**src/rtl/machine_timer.sv**
```systemverilog
// machine_timer: memory-mapped mtime/mtimecmp timer with a prescaler.
// Ports: clk; rst_n (async, active-low); req_valid/req_ready/req_write/
//   req_addr/req_wdata request channel; rsp_valid/rsp_ready/rsp_rdata/
//   rsp_err response channel; timer_interrupt (registered level).
// Optional feature macro: MTIMER_PERIODIC_EN adds the PERIOD auto-reload.
module machine_timer #(
    parameter int PRESCALE_W = 8
) (
    input  logic        clk,
    input  logic        rst_n,
    input  logic        req_valid,
    output logic        req_ready,
    input  logic        req_write,
    input  logic [4:0]  req_addr,
    input  logic [31:0] req_wdata,
    output logic        rsp_valid,
    input  logic        rsp_ready,
    output logic [31:0] rsp_rdata,
    output logic        rsp_err,
    output logic        timer_interrupt
);

    logic acc;
    logic sel_tlo, sel_thi, sel_clo, sel_chi, sel_ctrl, sel_per;
    logic addr_ok;
    logic we_tlo, we_thi, we_clo, we_chi, we_ctrl, rd_tlo;

    logic [63:0] mtime_q, mtime_d;
    logic [63:0] cmp_q, cmp_d;
    logic [PRESCALE_W-1:0] pcnt_q, pcnt_d;
    logic [PRESCALE_W-1:0] presc_q, presc_d;
    logic en_q, en_d;
    logic ie_q, ie_d;
    logic [31:0] shadow_q, shadow_d;

    logic        rsp_valid_q, rsp_valid_d;
    logic        rsp_err_q, rsp_err_d;
    logic [31:0] rsp_rdata_q, rsp_rdata_d;
    logic [31:0] rd_mux, ctrl_rd;

    logic irq_q, irq_d;
    logic tick, match, pend;

`ifdef MTIMER_PERIODIC_EN
    logic        we_per;
    logic [31:0] period_q, period_d;
    logic        pend_q, pend_d;
    logic        match_q;
    logic        rise;
`endif

    // Only one response may be outstanding.
    assign req_ready = !rsp_valid_q || rsp_ready;
    assign acc       = req_valid && req_ready;

    always_comb begin
        sel_tlo  = 1'b0;
        sel_thi  = 1'b0;
        sel_clo  = 1'b0;
        sel_chi  = 1'b0;
        sel_ctrl = 1'b0;
        sel_per  = 1'b0;
        if (req_addr[1:0] == 2'b00) begin
            case (req_addr[4:2])
                3'd0: sel_tlo  = 1'b1;
                3'd1: sel_thi  = 1'b1;
                3'd2: sel_clo  = 1'b1;
                3'd3: sel_chi  = 1'b1;
                3'd4: sel_ctrl = 1'b1;
`ifdef MTIMER_PERIODIC_EN
                3'd5: sel_per  = 1'b1;
`endif
                default: ;
            endcase
        end
    end

    assign addr_ok = sel_tlo | sel_thi | sel_clo | sel_chi | sel_ctrl | sel_per;

    assign we_tlo  = acc && req_write && sel_tlo;
    assign we_thi  = acc && req_write && sel_thi;
    assign we_clo  = acc && req_write && sel_clo;
    assign we_chi  = acc && req_write && sel_chi;
    assign we_ctrl = acc && req_write && sel_ctrl;
    assign rd_tlo  = acc && !req_write && sel_tlo;

`ifdef MTIMER_PERIODIC_EN
    assign pend = pend_q;
`else
    assign pend = 1'b0;
`endif

    always_comb begin
        ctrl_rd = '0;
        ctrl_rd[0] = en_q;
        ctrl_rd[1] = ie_q;
        ctrl_rd[2] = pend;
        ctrl_rd[8 +: PRESCALE_W] = presc_q;
        rd_mux = '0;
        if (sel_tlo)       rd_mux = mtime_q[31:0];
        else if (sel_thi)  rd_mux = shadow_q;
        else if (sel_clo)  rd_mux = cmp_q[31:0];
        else if (sel_chi)  rd_mux = cmp_q[63:32];
        else if (sel_ctrl) rd_mux = ctrl_rd;
`ifdef MTIMER_PERIODIC_EN
        else if (sel_per)  rd_mux = period_q;
`endif
    end

    // mtime advances on the cycle the prescale counter equals PRESCALE.
    assign tick = en_q && (pcnt_q == presc_q);

    always_comb begin
        pcnt_d  = pcnt_q;
        mtime_d = mtime_q;
        if (en_q) begin
            pcnt_d = tick ? '0 : pcnt_q + PRESCALE_W'(1);
            if (tick) mtime_d = mtime_q + 64'd1;
        end
        // A software write to one half beats the increment; the
        // other half keeps its pre-write value.
        if (we_tlo) mtime_d = {mtime_q[63:32], req_wdata};
        if (we_thi) mtime_d = {req_wdata, mtime_q[31:0]};
        if (we_ctrl || we_tlo || we_thi) pcnt_d = '0;
    end

    always_comb begin
        en_d    = en_q;
        ie_d    = ie_q;
        presc_d = presc_q;
        if (we_ctrl) begin
            en_d    = req_wdata[0];
            ie_d    = req_wdata[1];
            presc_d = req_wdata[8 +: PRESCALE_W];
        end
        shadow_d = rd_tlo ? mtime_q[63:32] : shadow_q;
    end

    assign match = (mtime_q >= cmp_q);

`ifdef MTIMER_PERIODIC_EN
    assign we_per = acc && req_write && sel_per;
    assign rise   = match && !match_q && (period_q != '0);

    always_comb begin
        period_d = we_per ? req_wdata : period_q;
        pend_d   = pend_q;
        if (we_ctrl && req_wdata[2]) pend_d = 1'b0;
        // Set beats a same-cycle clear.
        if (rise) pend_d = 1'b1;
    end
`endif

    always_comb begin
        cmp_d = cmp_q;
        if (we_clo)      cmp_d[31:0]  = req_wdata;
        else if (we_chi) cmp_d[63:32] = req_wdata;
`ifdef MTIMER_PERIODIC_EN
        else if (rise)   cmp_d = cmp_q + {32'd0, period_q};
`endif
    end

    always_comb begin
`ifdef MTIMER_PERIODIC_EN
        irq_d = pend_q && ie_q;
`else
        irq_d = match && ie_q;
`endif
    end

    always_comb begin
        rsp_valid_d = rsp_valid_q;
        rsp_rdata_d = rsp_rdata_q;
        rsp_err_d   = rsp_err_q;
        if (acc) begin
            rsp_valid_d = 1'b1;
            rsp_err_d   = !addr_ok;
            rsp_rdata_d = (!req_write && addr_ok) ? rd_mux : '0;
        end else if (rsp_ready) begin
            rsp_valid_d = 1'b0;
            rsp_rdata_d = '0;
            rsp_err_d   = 1'b0;
        end
    end

    always_ff @(posedge clk or negedge rst_n) begin
        if (!rst_n) begin
            mtime_q     <= '0;
            cmp_q       <= '1;
            pcnt_q      <= '0;
            presc_q     <= '0;
            en_q        <= 1'b0;
            ie_q        <= 1'b0;
            shadow_q    <= '0;
            rsp_valid_q <= 1'b0;
            rsp_rdata_q <= '0;
            rsp_err_q   <= 1'b0;
            irq_q       <= 1'b0;
        end else begin
            mtime_q     <= mtime_d;
            cmp_q       <= cmp_d;
            pcnt_q      <= pcnt_d;
            presc_q     <= presc_d;
            en_q        <= en_d;
            ie_q        <= ie_d;
            shadow_q    <= shadow_d;
            rsp_valid_q <= rsp_valid_d;
            rsp_rdata_q <= rsp_rdata_d;
            rsp_err_q   <= rsp_err_d;
            irq_q       <= irq_d;
        end
    end

`ifdef MTIMER_PERIODIC_EN
    always_ff @(posedge clk or negedge rst_n) begin
        if (!rst_n) begin
            period_q <= '0;
            pend_q   <= 1'b0;
            match_q  <= 1'b0;
        end else begin
            period_q <= period_d;
            pend_q   <= pend_d;
            match_q  <= match;
        end
    end
`endif

    assign rsp_valid       = rsp_valid_q;
    assign rsp_rdata       = rsp_rdata_q;
    assign rsp_err         = rsp_err_q;
    assign timer_interrupt = irq_q;

endmodule
```
**config.mk**
```make
export PLATFORM = sky130hd
export DESIGN_NAME = machine_timer
export DESIGN_NICKNAME = d
export VERILOG_FILES = /design/src/rtl/machine_timer.sv
export SDC_FILE = /design/constraint.sdc
export NUM_CORES = 1
export LEC_CHECK = 0
export ABC_AREA = 1
export CORE_MARGIN = 3
export CORE_UTILIZATION = 61
export DETAILED_ROUTE_END_ITERATION = 8
export HOLD_SLACK_MARGIN = 0.05
export PLACE_DENSITY = 0.86
export SETUP_SLACK_MARGIN = 0.05
export SYNTH_ARGS = -nofsm -noshare
export SYNTH_HDL_FRONTEND = slang
export SYNTH_SLANG_ARGS = --single-unit
```
**constraint.sdc**
```tcl
create_clock -name clk -period 2.59 [get_ports clk]
set_clock_uncertainty 0.2 [all_clocks]
set_input_delay 0.518 -clock clk [delete_from_list [all_inputs] [get_ports clk]]
set_output_delay 0.518 -clock clk [all_outputs]
set_load 0.01 [all_outputs]
```
Word-level counts from Yosys, hierarchy flattened --
Index checks and enable logic that the tools add are counted.
Operators by class: multiplexer cells 28, order comparisons 1, bitwise gates (word level) 6, eq/ne operators 6, reductions and logical operators 29, add/sub/neg operators 2
Operator list (number):
- 64-bit 2-to-1 mux | 4
- 32-bit 2-to-1 mux | 7
- 64-bit by 1-bit adder with 64-bit output (second input constant) | 1
- 64-bit greater-or-equal comparator | 1
- 8-bit 2-to-1 mux | 3
- 16-bit 2-to-1 mux | 1
- 1-bit 2-to-1 mux | 13
- 1-bit logical AND | 12
- 2-bit nonzero test | 6
- 8-bit by 1-bit adder with 8-bit output (second input constant) | 1
- 8-bit equality test | 1
- 3-bit by 2-bit equality test with 1-bit output (second input constant) | 2
- 3-bit AND reduction | 2
- 1-bit bitwise OR | 4
- 3-bit by 1-bit equality test with 1-bit output (second input constant) | 1
- 3-bit equality test (second input constant) | 1
- 1-bit logical NOT | 3
- 3-bit logical NOT | 1
- 1-bit logical OR | 3
- 2-bit logical NOT | 1
- 2-bit by 1-bit inequality test with 1-bit output (second input constant) | 1
- 1-bit inverter | 2
- 2-bit AND reduction | 1
Storage, ports and cells: logic and storage cells 85, input port bits 42, output and inout bits 36, register bits after elaboration 213

Logic depth before layout (Yosys ltp) --
depth in word-level cells 10, mapped depth 17, mapped depth without buffers 17

Worst setup path after synthesis --
OpenSTA, ideal clock, no wires.
kind input to register, start in req_addr[1], end reg mtime_q[35], buffers on the path 1, arrival 1.671 ns, cell stages on the path 13, library setup time 0.124 ns, setup slack 0.595 ns, data required time 2.266 ns, path through nor2_2 > nand2_2 > nor2_4 > inv_2 > nor2_8 > inv_4 > nand2_4 > nand2_4 > buf_6 > nand2_1 > o21ai_1 > inv_2 > nand2_1
Between the ends: cells in the longest elaborated chain, start to end 5, elaborated cells on any way between the ends 10, classes of those cells eq/ne: 1; mux: 3; reduce/logical: 6
Ends and longest elaborated chain:
- start: declaration | RTL line 14 | input logic [4:0] req_addr,
- 2-bit logical NOT * | RTL line 63 | if (req_addr[1:0] == 2'b00) begin
- 1-bit 2-to-1 mux | RTL line 63
- 1-bit logical AND, on equally long branches | RTL line 80, 81
- 2-bit by 1-bit inequality test with 1-bit output (no source line) / 2-bit nonzero test (equally long branches)
- 3-bit AND reduction (no source line)
- end signal: assignment | RTL line 200 | mtime_q <= mtime_d;
- end: declaration | RTL line 28 | logic [63:0] mtime_q, mtime_d;
Every way passes the cells marked *; elsewhere a longest branch is shown, timed or not. A chain may end at the register's enable or synchronous reset.

Worst setup path after layout --
start reg cmp_q[17], end reg irq_q (netlist: timer_interrupt)
Between the ends: cells in the longest elaborated chain, start to end 2
Ends and longest elaborated chain:
- start: declaration | RTL line 29 | logic [63:0] cmp_q, cmp_d;
- start signal: assignment | RTL line 201 | cmp_q <= cmp_d;
- 64-bit greater-or-equal comparator | RTL line 139 | assign match = (mtime_q >= cmp_q);
- 1-bit logical AND | RTL line 167 | irq_d = match && ie_q;
- net irq_d | RTL line 41 | logic irq_q, irq_d;
- end signal: assignment | RTL line 210 | irq_q <= irq_d;
- end: declaration | RTL line 41
The timed path passes the listed nets, and every way through them passes these cells.

==> reports/qor.yml <==
run_status:
  outcome: "finished with violations"
  violations: "DRC"
placed_design:
  portBuffers: 77
  dp_hpwl_um: 40110
  globalplace.congestion: 1.078
clock_tree:
  cts_tree: "done"
  insertion_delay_ns: 0.53
  cts_made_buffers: 24
  post_cts.repair.setup_buffers: 0
  clk_pin_slew_ns: 0.06
  clock_path_buffers: 3
  h-tree-depth: 1
  root_buffer: "clkbuf_16"
  clock-sinks: 213
logic_synthesis:
  ys_seq_area_share_pct: 40.11
  synth_seq_cells: 213
  synth_fp_nets: 1918
  synth_area_per_cell_sq_um: 7.452
  synth_top_area_share_pct: 27.64
  async_reset_ff_share_pct: 100.0
  synth_edf_count: 0
  synthFlopType: "dfrtp_1"
  synth_commonest_cells: "437 x nand2_1, 233 x inv_1, 164 x o21ai_0"
  synthTopCellsByArea: "dfrtp_1 28%, dfstp_2 12%, nand2_1 12%, inv_1 6.5%, ha_1 6.1%"
  synth.distinct_cells: 52
  synth_area_leader_cell: "dfrtp_1"
  yosysWarnings: 0
  syn-cell-area_sq_um: 13490
  yosysMostFrequentCell: "nand2_1"
  netlist_instances: 1810
setup_path:
  max_stage_delay_ns: 0.55
  path_delay_family: "simple AND/OR/NAND/NOR gates"
  critPathCaptureType: "register"
  slowest_stage: "dfstp_2"
  critPathKind: "register to register"
  path_max_fanout: 3
  required_ns: 2.81
  startpoint_type: "register"
  r2r_setup_slack_ns: 0.08
  path_buf_inv: 2
  crit_top_cell: "nand2_1"
  cp_cell_sequence: "inv_1 -> ha_1 -> nand2_1 -> nand2_1 -> nand2_1 -> nand2_1 -> nand2_1 -> nand3_1 -> a21oi_1 -> nand2_1 -> nand2_1 -> nand3_1 -> nand2_1 -> inv_1"
  arrival_ns: 2.73
power_and_ir_drop:
  peakVddDrop_mv: 0.5796
  p_int_mw: 6.680
  p_leak_nw: 7.294
  switching_share_pct: 33.51
  clock_power_share_pct: 35.4
  power.share.sequential_pct: 41.6
  power_frac_comb_pct: 23.0
  p_sw_mw: 3.367
  powerDensity_nw_per_um2: 614.1
finish:
  nets: 2093
  drive_above_1_share_pct: 15.28
  seqCellArea_sq_um: 5411
  multi_input_area_sq_um: 6868
  syn2layout_area_growth_pct: 21.30
  diodes: 0
  final.fill_count: 1422
floorplanning:
  die_x_um: 154.7
  num_io_pins: 78
  fp-row-count: 53
  dieArea_sq_um: 23930
  start_util_pct: 63.17
  chipHeight_um: 154.7
  core_sq_um: 21350
global_routing:
  gr-total-overflow: 0
  track_usage_pct: 45.19
  grt_pass1_vias: 14640
  antenna_found_initial: 0
  use_met3_pct: 14.24
  grt_pass1_wl_um: 83630
  grt_max_degree: 65
  grt_use_met2_pct: 67.68
  grt_use_met1_pct: 60.83
  grt_busiest_layer: "met2"
timing:
  setup_viol: 0
  worst_slew_pin_slew_ns: 0.5298
  fmax_mhz: 398.5
  timing.hold.ws_ns: 0.2932
  finalSetupTns_ns: 0
  period_share_pct: 96.88
  final.min_clock_period_ns: 2.509
  hold_violations: 0
  finalMaxSlewViolations: 0
  relSlewSlack_pct: 64.41
  rsz0062_at_grt: "no"
route:
  antenna_left: 0
  wl_per_cell_um: 23.81
  drcViolationCount: 30
  wl_um: 54240
  drt_iter0_drc: 2321
  vias_per_cell: 6.532
  num_vias: 14880
  first_pass_iters: 9
run:
  cap_violations: 0
hold_path:
  hold_path.class: "register to register"
==> through the flow <==
step / power (mW) / cell area [sq um] / instances / setup slack [ns] / utilization (%)
after floorplan: 5.318 / 13490 / 1810 / 0.5953 / -
after global placement: 6.206 / 15520 / 2233 / 0.02449 / 72.70
after detailed placement: 6.339 / 15520 / 2233 / -0.04111 / 72.70
after CTS: 9.884 / 16350 / 2278 / 0.1160 / 76.56
after global routing: 10.37 / 16360 / 2278 / 0.04999 / 76.62
final: 10.05 / 16360 / 2278 / 0.08084 / 76.62
==> metal layers <==
layer	part of all wire (%)	wire, um	vias up
li1	-	-	6364
met1	37	20170	6923
met2	43	23090	1293
met3	15	7921	299
met4	5.6	3056	0
met5	0	0	-
==> final cells by class <==
type | count | share of cell area, %
Tap cell | 275 | 2.103
Timing Repair Buffer | 212 | 12.09
Sequential cell | 213 | 33.08
Clock inverter | 7 | 0.4283
Inverter | 251 | 5.782
Multi-Input combinational cell | 1283 | 41.98
Clock buffer | 37 | 4.543
==> cells in the final DEF (no fill, tap or decap), types with 3 or more instances in the layout <==
cell type / netlist / routed
a21oi_1: 45 / 45
a221oi_1: 29 / 29
and3_1: 3 / 3
buf_12: 0 / 15
buf_4: 2 / 119
clkbuf_1: 42 / 7
clkbuf_16: 0 / 27
clkbuf_8: 0 / 4
clkdlybuf4s50_1: 0 / 76
clkinv_2: 1 / 4
dfrtp_1: 149 / 148
dfstp_2: 64 / 64
ha_1: 66 / 66
inv_1: 233 / 233
inv_2: 14 / 14
mux2_2: 3 / 3
nand2_1: 437 / 435
nand2_2: 11 / 13
nand2_4: 3 / 3
nand3_1: 116 / 116
nand3_2: 3 / 3
nand4_1: 36 / 36
nor2_1: 141 / 140
nor2_2: 9 / 10
nor2_4: 7 / 7
nor3_1: 38 / 36
nor3_2: 5 / 7
o211ai_1: 8 / 8
o21a_1: 4 / 4
o21ai_0: 164 / 164
o21ai_1: 74 / 74
o221ai_1: 31 / 31
o22ai_1: 3 / 3
xnor2_1: 8 / 8
xor2_1: 19 / 19
==> path summary, 6_finish.rpt <==
check                                      startpoint                         to  depth (start not counted)
worst max-delay path            cmp_q[17]$_DFFE_PN1P_  timer_interrupt$_DFF_PN0_                         14
worst min-delay path            cmp_q[44]$_DFFE_PN1P_      cmp_q[44]$_DFFE_PN1P_                          2
worst max register to register  cmp_q[17]$_DFFE_PN1P_  timer_interrupt$_DFF_PN0_                         14
worst min register to register  cmp_q[44]$_DFFE_PN1P_      cmp_q[44]$_DFFE_PN1P_                          2
max in group asynchronous                       rst_n      cmp_q[31]$_DFFE_PN1P_                          3
min in group asynchronous                       rst_n      pcnt_q[5]$_DFFE_PN0P_                          2
==> power groups by stage <==
stage	Combinational [mW]	Clock [mW]	Sequential [mW]
after floorplan	1.25	0	4.07
after global placement	2.04	0	4.17
after detailed placement	2.16	0	4.18
after CTS	2.22	3.53	4.14
after global routing	2.53	3.65	4.20
final	2.31	3.56	4.17
==> registers in the layout (all words and copies together) (netlist names) <==
signal,cells
pcnt_q,8
timer_interrupt,1
rsp_valid,1
presc_q,8
rsp_err,1
cmp_q,64
mtime_q,64
en_q,1
rsp_rdata,32
shadow_q,32
ie_q,1
==> kinds of logic after synthesis <==
family / Yosys count / share of synthesized area, %
simple gates: 822 / 26.99
buf+inv: 314 / 9.156
flops: 213 / 40.11
mux: 3 / 0.2504
xor+xnor: 27 / 1.753
fa+ha+maj: 66 / 6.122
compound gates: 365 / 15.61
==> timing repair <==
| action | in CTS | in global routing |
|---|---|---|
| endpoints found under the setup margin | 0 | 9 |
| endpoints found under the hold margin | 33 | 0 |
| resized for setup | 0 | 4 |
| hold buffers | 1 | 0 |
==> worst register-to-register path: cells and delay by family, from the launching register on <==
kind | cells | cell delay [ns]
and+or+nand+nor | 10 | 0.97
DFF | 1 | 0.55
AOI/OAI and AO/OA | 1 | 0.32
adders and majority gates | 1 | 0.30
buffers and inverters | 2 | 0.09
No activity file was read; power rests on OpenSTA's default activity.
